`config.mk`:
```
export PLATFORM = sky130hd
export DESIGN_NAME = ring_osc_counter_flat
export DESIGN_NICKNAME = d
export VERILOG_FILES = /design/src/rtl/ring_osc_counter_if.sv /design/src/rtl/ring_osc_counter.sv /design/src/flat_wrapper.sv
export SDC_FILE = /design/constraint.sdc
export NUM_CORES = 1
export LEC_CHECK = 0
export CAP_MARGIN = 5
export CORE_ASPECT_RATIO = 1.25
export CORE_MARGIN = 2
export CORE_UTILIZATION = 50
export DETAILED_ROUTE_END_ITERATION = 12
export HOLD_SLACK_MARGIN = 0.06
export PLACE_DENSITY = 0.75
export SLEW_MARGIN = 0
export SYNTH_ARGS = -nofsm -noshare
export SYNTH_HDL_FRONTEND = slang
export SYNTH_SLANG_ARGS = --single-unit
```
`constraint.sdc`:
```
create_clock -name wb_clk_i -period 4 [get_ports wb_clk_i]
set_input_delay 0.4 -clock wb_clk_i [delete_from_list [all_inputs] [get_ports wb_clk_i]]
set_output_delay 0.4 -clock wb_clk_i [all_outputs]
set_load 0.01 [all_outputs]
```
`src/rtl/ring_osc_counter_if.sv`:
```
// ring_osc_counter_if
//   Groups the measurement control, the ring oscillator link and the result
//   signals of ring_osc_counter into one bundle.
//   master : logic analyser / environment side. It drives start, abort,
//            window_len and the ring oscillator output ring_in.
//   slave  : the measurement block. It drives ring_en, busy, done, overflow
//            and count.
// Signals
//   start       level; a rising edge starts a measurement
//   abort       synchronous abort back to idle
//   window_len  count window in clock cycles, latched at start
//   ring_in     ring oscillator output, asynchronous to the clock
//   ring_en     enable to the ring oscillator
//   busy        settling or counting
//   done        measurement finished, count valid
//   overflow    edge counter saturated during this measurement
//   count       rising edges seen during the count window
interface ring_osc_counter_if #(
    parameter int COUNT_W  = 32,
    parameter int WINDOW_W = 32
);
    logic                start;
    logic                abort;
    logic [WINDOW_W-1:0] window_len;
    logic                ring_in;
    logic                ring_en;
    logic                busy;
    logic                done;
    logic                overflow;
    logic [COUNT_W-1:0]  count;

    modport master (
        output start, abort, window_len, ring_in,
        input  ring_en, busy, done, overflow, count
    );

    modport slave (
        input  start, abort, window_len, ring_in,
        output ring_en, busy, done, overflow, count
    );
endinterface

```
`src/rtl/ring_osc_counter.sv`:
```
// ring_osc_counter
//   Measurement stage for the instrumented adder ring oscillator. A rising
//   edge on start enables the ring, lets it run for SETTLE cycles (which also
//   flushes stale values out of the synchroniser), then counts rising edges of
//   the synchronised ring output for window_len clock cycles. count, done and
//   overflow are held until the next start edge or an abort.
// Ports
//   wb_clk_i  in   system clock
//   reset_n   in   asynchronous active-low reset
//   bus       slave modport of ring_osc_counter_if (control, ring link, results)
// Parameters
//   COUNT_W      edge counter width
//   WINDOW_W     window length width
//   SYNC_STAGES  flops in the ring_in synchroniser (>= 2)
//   SETTLE       ring run-in cycles before counting (>= SYNC_STAGES + 1)
//
// state    | meaning
// ---------+----------------------------------------------------------
// S_IDLE   | ring off, outputs cleared, waiting for a start edge
// S_SETTLE | ring running, synchroniser flushing, edges ignored
// S_COUNT  | ring running, synchronised rising edges counted
// S_DONE   | ring off, count/overflow valid and held
module ring_osc_counter #(
    parameter int COUNT_W     = 32,
    parameter int WINDOW_W    = 32,
    parameter int SYNC_STAGES = 2,
    parameter int SETTLE      = 4
) (
    input  logic              wb_clk_i,
    input  logic              reset_n,
    ring_osc_counter_if.slave bus
);

    localparam int SETTLE_W = (SETTLE > 1) ? $clog2(SETTLE) : 1;
    localparam logic [SETTLE_W-1:0] SETTLE_LOAD = SETTLE_W'(SETTLE - 1);
    localparam logic [COUNT_W-1:0]  COUNT_MAX   = '1;
    localparam logic [WINDOW_W-1:0] WIN_LAST    = WINDOW_W'(1);

    typedef enum logic [1:0] {
        S_IDLE   = 2'd0,
        S_SETTLE = 2'd1,
        S_COUNT  = 2'd2,
        S_DONE   = 2'd3
    } state_t;

    state_t                 r_state;
    state_t                 w_state_nxt;

    logic [SYNC_STAGES-1:0] r_sync;
    logic                   r_sync_prev;
    logic                   r_start_q;

    logic [WINDOW_W-1:0]    r_win;
    logic [WINDOW_W-1:0]    w_win_nxt;
    logic [SETTLE_W-1:0]    r_settle_ctr;
    logic [SETTLE_W-1:0]    w_settle_ctr_nxt;
    logic [COUNT_W-1:0]     r_count;
    logic [COUNT_W-1:0]     w_count_nxt;

    logic                   r_ring_en;
    logic                   w_ring_en_nxt;
    logic                   r_busy;
    logic                   w_busy_nxt;
    logic                   r_done;
    logic                   w_done_nxt;
    logic                   r_overflow;
    logic                   w_overflow_nxt;

    logic                   w_trigger;
    logic                   w_edge;

    // ring_in is asynchronous; only the last synchroniser stage is ever looked at.
    always_ff @(posedge wb_clk_i or negedge reset_n) begin
        if (!reset_n) begin
            r_sync      <= '0;
            r_sync_prev <= 1'b0;
            r_start_q   <= 1'b0;
        end else begin
            r_sync      <= {r_sync[SYNC_STAGES-2:0], bus.ring_in};
            r_sync_prev <= r_sync[SYNC_STAGES-1];
            r_start_q   <= bus.start;
        end
    end

    assign w_trigger = bus.start & ~r_start_q;
    assign w_edge    = r_sync[SYNC_STAGES-1] & ~r_sync_prev;

    always_ff @(posedge wb_clk_i or negedge reset_n) begin
        if (!reset_n) begin
            r_state      <= S_IDLE;
            r_win        <= '0;
            r_settle_ctr <= '0;
            r_count      <= '0;
            r_ring_en    <= 1'b0;
            r_busy       <= 1'b0;
            r_done       <= 1'b0;
            r_overflow   <= 1'b0;
        end else begin
            r_state      <= w_state_nxt;
            r_win        <= w_win_nxt;
            r_settle_ctr <= w_settle_ctr_nxt;
            r_count      <= w_count_nxt;
            r_ring_en    <= w_ring_en_nxt;
            r_busy       <= w_busy_nxt;
            r_done       <= w_done_nxt;
            r_overflow   <= w_overflow_nxt;
        end
    end

    always_comb begin
        w_state_nxt      = r_state;
        w_win_nxt        = r_win;
        w_settle_ctr_nxt = r_settle_ctr;
        w_count_nxt      = r_count;
        w_ring_en_nxt    = r_ring_en;
        w_busy_nxt       = r_busy;
        w_done_nxt       = r_done;
        w_overflow_nxt   = r_overflow;

        if (bus.abort) begin
            // abort wins over a coincident start edge
            w_state_nxt    = S_IDLE;
            w_count_nxt    = '0;
            w_ring_en_nxt  = 1'b0;
            w_busy_nxt     = 1'b0;
            w_done_nxt     = 1'b0;
            w_overflow_nxt = 1'b0;
        end else begin
            case (r_state)
                S_IDLE, S_DONE: begin
                    if (w_trigger) begin
                        w_count_nxt    = '0;
                        w_overflow_nxt = 1'b0;
                        if (bus.window_len != '0) begin
                            w_state_nxt      = S_SETTLE;
                            w_win_nxt        = bus.window_len;
                            w_settle_ctr_nxt = SETTLE_LOAD;
                            w_ring_en_nxt    = 1'b1;
                            w_busy_nxt       = 1'b1;
                            w_done_nxt       = 1'b0;
                        end else begin
                            // empty window: finish at once, ring never enabled
                            w_state_nxt   = S_DONE;
                            w_ring_en_nxt = 1'b0;
                            w_busy_nxt    = 1'b0;
                            w_done_nxt    = 1'b1;
                        end
                    end
                end

                S_SETTLE: begin
                    if (r_settle_ctr == '0) begin
                        w_state_nxt = S_COUNT;
                    end else begin
                        w_settle_ctr_nxt = r_settle_ctr - SETTLE_W'(1);
                    end
                end

                S_COUNT: begin
                    if (w_edge) begin
                        // saturate; an edge arriving at full scale is a lost edge
                        if (r_count == COUNT_MAX) begin
                            w_overflow_nxt = 1'b1;
                        end else begin
                            w_count_nxt = r_count + COUNT_W'(1);
                        end
                    end
                    // r_win runs window_len..1, one value per COUNT cycle
                    if (r_win == WIN_LAST) begin
                        w_state_nxt   = S_DONE;
                        w_ring_en_nxt = 1'b0;
                        w_busy_nxt    = 1'b0;
                        w_done_nxt    = 1'b1;
                    end else begin
                        w_win_nxt = r_win - WIN_LAST;
                    end
                end

                default: begin
                    w_state_nxt   = S_IDLE;
                    w_ring_en_nxt = 1'b0;
                    w_busy_nxt    = 1'b0;
                    w_done_nxt    = 1'b0;
                end
            endcase
        end
    end

    assign bus.ring_en  = r_ring_en;
    assign bus.busy     = r_busy;
    assign bus.done     = r_done;
    assign bus.overflow = r_overflow;
    assign bus.count    = r_count;

endmodule

```
`src/flat_wrapper.sv`:
```
// flat-port wrapper written by rule: the top's interface ports become plain ports
module ring_osc_counter_flat 
#(
    parameter int COUNT_W     = 32,
    parameter int WINDOW_W    = 32,
    parameter int SYNC_STAGES = 2,
    parameter int SETTLE      = 4
)
  (wb_clk_i, reset_n, bus_start, bus_abort, bus_window_len, bus_ring_in, bus_ring_en, bus_busy, bus_done, bus_overflow, bus_count);
  ring_osc_counter_if #(.COUNT_W(COUNT_W), .WINDOW_W(WINDOW_W)) bus_i ();
  input  logic wb_clk_i;
  input  logic reset_n;
  input wire logic [$bits(bus_i.start)-1:0] bus_start;
  input wire logic [$bits(bus_i.abort)-1:0] bus_abort;
  input wire logic [$bits(bus_i.window_len)-1:0] bus_window_len;
  input wire logic [$bits(bus_i.ring_in)-1:0] bus_ring_in;
  output wire logic [$bits(bus_i.ring_en)-1:0] bus_ring_en;
  output wire logic [$bits(bus_i.busy)-1:0] bus_busy;
  output wire logic [$bits(bus_i.done)-1:0] bus_done;
  output wire logic [$bits(bus_i.overflow)-1:0] bus_overflow;
  output wire logic [$bits(bus_i.count)-1:0] bus_count;
  assign bus_i.start = bus_start;
  assign bus_i.abort = bus_abort;
  assign bus_i.window_len = bus_window_len;
  assign bus_i.ring_in = bus_ring_in;
  assign bus_ring_en = bus_i.ring_en;
  assign bus_busy = bus_i.busy;
  assign bus_done = bus_i.done;
  assign bus_overflow = bus_i.overflow;
  assign bus_count = bus_i.count;
  ring_osc_counter #(.COUNT_W(COUNT_W), .WINDOW_W(WINDOW_W), .SYNC_STAGES(SYNC_STAGES), .SETTLE(SETTLE)) u_core (.wb_clk_i(wb_clk_i), .reset_n(reset_n), .bus(bus_i));
endmodule
```
; Word-level counts from Yosys, hierarchy flattened
; Index checks and enable logic that the tools add are counted.
[op_classes]
add_sub_neg = 3
eq_ne = 15
n_mux = 34
n_bitwise = 5
reduce_logical = 13
[ops]
columns = cell, count
row1 = 32-bit 2-to-1 mux, 7
row2 = 32-bit case mux with 2 select lines, 2
row3 = "32-bit by 1-bit adder with 32-bit output, second input constant", 1
row4 = "32-bit by 1-bit == test with 1-bit output, second input constant", 1
row5 = "32-bit == test, second input constant", 1
row6 = 32-bit nonzero test, 1
row7 = "32-bit by 1-bit subtractor with 32-bit output, second input constant", 1
row8 = 2-bit 2-to-1 mux, 8
row9 = "3-bit by 2-bit inequality test with 1-bit output, second input constant", 5
row10 = 1-bit 2-to-1 mux, 12
row11 = 5-bit AND reduction, 2
row12 = 4-bit AND reduction, 2
row13 = 1-bit case mux with 2 select lines, 3
row14 = 2-bit case mux with 3 select lines, 1
row15 = 3-bit AND reduction, 2
row16 = "2-bit == test, second input constant", 2
row17 = 2-bit zero test, 2
row18 = "2-bit by 1-bit inequality test with 1-bit output, second input constant", 2
row19 = "2-bit inequality test, second input constant", 2
row20 = 2-bit case mux with 2 select lines, 1
row21 = 2-bit nonzero test, 2
row22 = "3-bit inequality test, second input constant", 1
row23 = 1-bit NOT, 3
row24 = 3-bit nonzero test, 1
row25 = 4 further kinds, 5
[totals]
register_bits = 75
input_bits = 37
out_inout_bits = 36
word_cells = 80

; Logic depth before layout (Yosys ltp)
[logic_depth]
word_depth = 5
depth_mapped = 9

; Least setup slack after synthesis
; No wires, ideal clock.
[synth_timing]
path_kind = register to register
startpoint = register u_core.r_win[16]
endpoint = register u_core.r_win[18]
setup_ns = 0.124
arrival_time_ns = 2.479
t_required_ns = 3.876
slack_ns = 1.397
path_stages_with_launch = 9
path_cell_list = dfrtp_1 or4_4 or4_4 buf_6 or4_4 buf_6 nand2_8 nor3_2 a211o_1
[synth_via]
elab_chain_len = 3
word_cells_on_any_way = 6
[synth_lines]
columns = element, line_no
row1 = "start, declared", ring_osc_counter.sv:53  ; logic [WINDOW_W-1:0] r_win;
row2 = "start signal, assigned", ring_osc_counter.sv:100  ; r_win <= w_win_nxt;
row3 = 32-bit by 1-bit subtractor with 32-bit output / 32-bit by 1-bit == test with 1-bit output (equally long branches), "ring_osc_counter.sv:175, ring_osc_counter.sv:169"
row4 = 32-bit 2-to-1 mux / 2-bit inequality test (equally long branches), -
row5 = 32-bit case mux with 2 select lines / 5-bit AND reduction (equally long branches), -
; Parallel ways exist; a longest one is shown, timed or not. The select of a mux whose other input is x is not followed.
; A chain may end at the register's enable or synchronous reset.

; Worst setup path in the final report
[layout_timing]
startpoint = register u_core.r_win[10]
endpoint = register u_core.r_win[28]
; Same word-level chain as after synthesis.

==> results.py <==
metrics = {
    "status": {
        "status": "finished clean",
    },
    "critical_path": {
        "slowest_delay_ns": 0.80,
        "cp_cell_sequence": "nor4_1 > nand2_1 > nor4_2 > buf_4 > nor2_1 > o32ai_1 > nor3_1",
        "crit_type": "reg -> reg",
        "path_max_fanout": 8,
        "r2r-start": "u_core.r_win[10]",
        "cp-start-kind": "register",
        "reg2reg_slack_ns": 0.95,
        "crit_slowest_cell": "nor4_2",
        "arrival_ns": 3.27,
        "worst_ep_required_time_ns": 4.22,
        "cp-startpoint": "u_core.r_win[10]",
        "reg2reg_to": "u_core.r_win[28]",
        "reg2reg_depth": 7,
        "critPathCaptureType": "register",
    },
    "synthesis": {
        "synth_seq_cells": 75,
        "synthAdderAreaFrac_pct": 1.62,
        "synth-xor-area-share_pct": 5.47,
        "synth_fp_nets": 575,
        "synth_top_family_by_area": "simple AND/OR/NAND/NOR gates",
        "yosysSeqAreaShare_pct": 40.4,
        "syn-instance-count": 532,
        "synthesis.area_sq_um": 4650,
        "syn_avg_cell_area_sq_um": 8.73,
        "synth_compound_area_share_pct": 16.7,
        "yosys.area_share.simple_pct": 31.6,
        "ys.warnings.count": 0,
        "yosysUniqueCellTypes": 72,
        "synth_flop_cell": "dfrtp_1",
        "synthMuxAreaShare_pct": 0.431,
        "synth_edf_count": 0,
        "async_flop_share_pct": 100,
    },
    "cells_and_area": {
        "antenna_cells": 0,
        "layout-drive-gt1-share_pct": 7.69,
        "final_cells": 721,
        "nNetsFinal": 636,
        "area_growth_pct": 23.7,
    },
    "pwr": {
        "vdd_drop_max_uv": 300,
        "total_power_mw": 2.73,
        "p_per_area_nw_per_um2": 475,
        "p_leak_nw": 2.06,
    },
    "sta": {
        "grt_setup_unrepaired": "false",
        "worst_pin_slew_ns": 0.969,
        "finalSetupTns_ns": 0,
        "layout_setup_ws_ns": 0.951,
        "final-hold-violation-count": 0,
        "fmax_ghz": 0.328,
        "period_minus_slack_ns": 3.05,
        "skew_ns": 0.00456,
        "hold_ws_ns": 0.223,
        "finalCritPeriodShare_pct": 76.2,
        "slew_headroom_pct": 35.4,
        "setup_viol": 0,
        "slew_violations": 0,
    },
    "place": {
        "dp.final_hpwl_um": 9150,
        "place_inst": 705,
        "io_buffers": 72,
        "pre_cts_ws_ns": 0.798,
        "gp_congestion": 0.897,
    },
    "floorplan": {
        "die_w_um": 90.2,
        "fp-row-count": 39,
        "coreArea_sq_um": 9080,
        "die-area_sq_um": 10100,
        "initial_core_util_pct": 51.2,
        "chipHeight_um": 112,
        "io_pins": 73,
    },
    "clock_network": {
        "cts.repair.resized": 0,
        "clock_path_buffers": 2,
        "cts_tree": "built",
        "hold_buffers": 0,
        "postCtsSetupRepairBufs": 0,
        "cts.sinks": 75,
        "htree_levels": 3,
        "clkLatencyLatePin_ns": 0.34,
        "clk_pin_slew_ns": 0.06,
        "root_buffer": "clkbuf_16",
        "cts_buffers": 9,
    },
    "drt": {
        "drc": 0,
        "drt-initial-drc-count": 346,
        "wirelength_um": 12900,
        "dr_total_vias": 4560,
        "vias_per_cell": 6.32,
        "ant_nets": 0,
        "wire_per_inst_um": 17.8,
        "firstDrtPassIters": 5,
    },
    "grt": {
        "grt_overflow": 0,
        "grt_usage_pct": 26.0,
        "grt_pass1_wl_um": 21200,
        "grt_max_degree": 76,
        "antenna_found_initial": 0,
        "grt_pass1_vias": 4406,
    },
    "job": {
        "maxCapViolCount": 0,
    },
    "worst_hold_path": {
        "hold_path_class": "in -> async",
    },
}
stage by stage:
step / utilization [%] / area (sq um)
floorplan: - / 4650
global placement: 59.8 / 5430
detailed placement: 59.8 / 5430
CTS: 63.3 / 5750
global route: 63.3 / 5750
finish: 63.3 / 5750
final cells by class:
type,count,area (sq um)
multi-input combinational,418,2590
clock inverter,6,88.8
sequential,75,1880
timing repair buffer,78,763
clock buffer,10,229
inverter,11,41.3
fill,800,3330
tap,123,154
synthesized netlist by cell type (all sizes together), types with 5 or more instances:
library cell / count / area share, %
ha: 6 / 1.6
nand2b: 6 / 0.81
nor4: 28 / 4.0
dfrtp: 75 / 40
nor3: 40 / 4.6
nand3: 23 / 2.5
clkbuf: 18 / 1.5
or3: 5 / 0.67
a21o: 5 / 0.81
nand2: 42 / 3.7
or4: 7 / 1.5
nor3b: 6 / 0.97
xnor2: 29 / 5.5
a21oi: 25 / 2.8
buf: 10 / 1.5
o21ai: 18 / 1.9
a211oi: 6 / 1.1
nand4: 14 / 2.0
inv: 11 / 0.89
o22ai: 8 / 1.1
and3: 5 / 0.67
nor2: 73 / 6.0
nor4b: 5 / 1.4
worst max-delay path, delay by kind of cell, from the launching register on:
family                 cells  cell delay, ns
flip-flops                 1            0.44
buffers and inverters      1            0.29
AO/OA/AOI/OAI              1            0.21
AND/OR/NAND/NOR            5            1.99
power by group:
| part | total [mW] | switching, mW | internal (mW) |
|---|---|---|---|
| sequential | 1.12 | 0.201 | 0.921 |
| clock | 0.876 | 0.329 | 0.547 |
| combinational | 0.730 | 0.422 | 0.308 |
metal layers:
metal	vias up	track usage, %	wire (um)
met1	2199	31.2	5100
met5	-	0	0
li1	2124	-	-
met4	0	11.3	379
met3	31	4.74	844
met2	206	45.6	6540
kinds of logic after synthesis:
logic type	Yosys count
xor gates and xnor gates	29
and+or+nand+nor	271
adders and majority gates	6
muxes	2
DFF	75
AOI/OAI and AO/OA	110
buffers and inverters	39
flip-flops by register name, summed over array words and instances, names as in the netlist:
name / cells
u_core.r_sync_prev: 1
u_core.r_win: 32
u_core.bus.done: 1
u_core.r_start_q: 1
u_core.bus.overflow: 1
u_core.r_state: 2
u_core.bus.busy: 1
u_core.r_sync: 2
u_core.r_settle_ctr: 2
u_core.bus.count: 32
cells in the final DEF, fill, tap and decap left out, types with 6 or more instances in the layout:
cell type and n:
ha_1 6, buf_4 7, clkdlybuf4s50_1 71, dfrtp_1 75, xnor2_1 29, nor3b_1 6, nor3_1 37, o22ai_1 8
o21ai_1 7, nand3_1 23, clkbuf_16 9, o21ai_0 11, nor4_1 26, nor2_1 72, nand4_1 13, a21oi_1 23
inv_1 11, nand2_1 41, nand2b_1 6
worst max-delay path by stage:
stage / cells after the start / endpoint / slack, ns
after CTS: 7 / u_core.r_win[28] / 0.98
after global routing: 7 / u_core.r_win[8] / 0.80
after floorplan: 8 / u_core.r_win[18] / 1.40
after detailed placement: 7 / u_core.r_win[23] / 0.80
final: 7 / u_core.r_win[28] / 0.95
after global placement: 7 / u_core.r_win[23] / 0.89
Power figures use the tool's default switching activity.
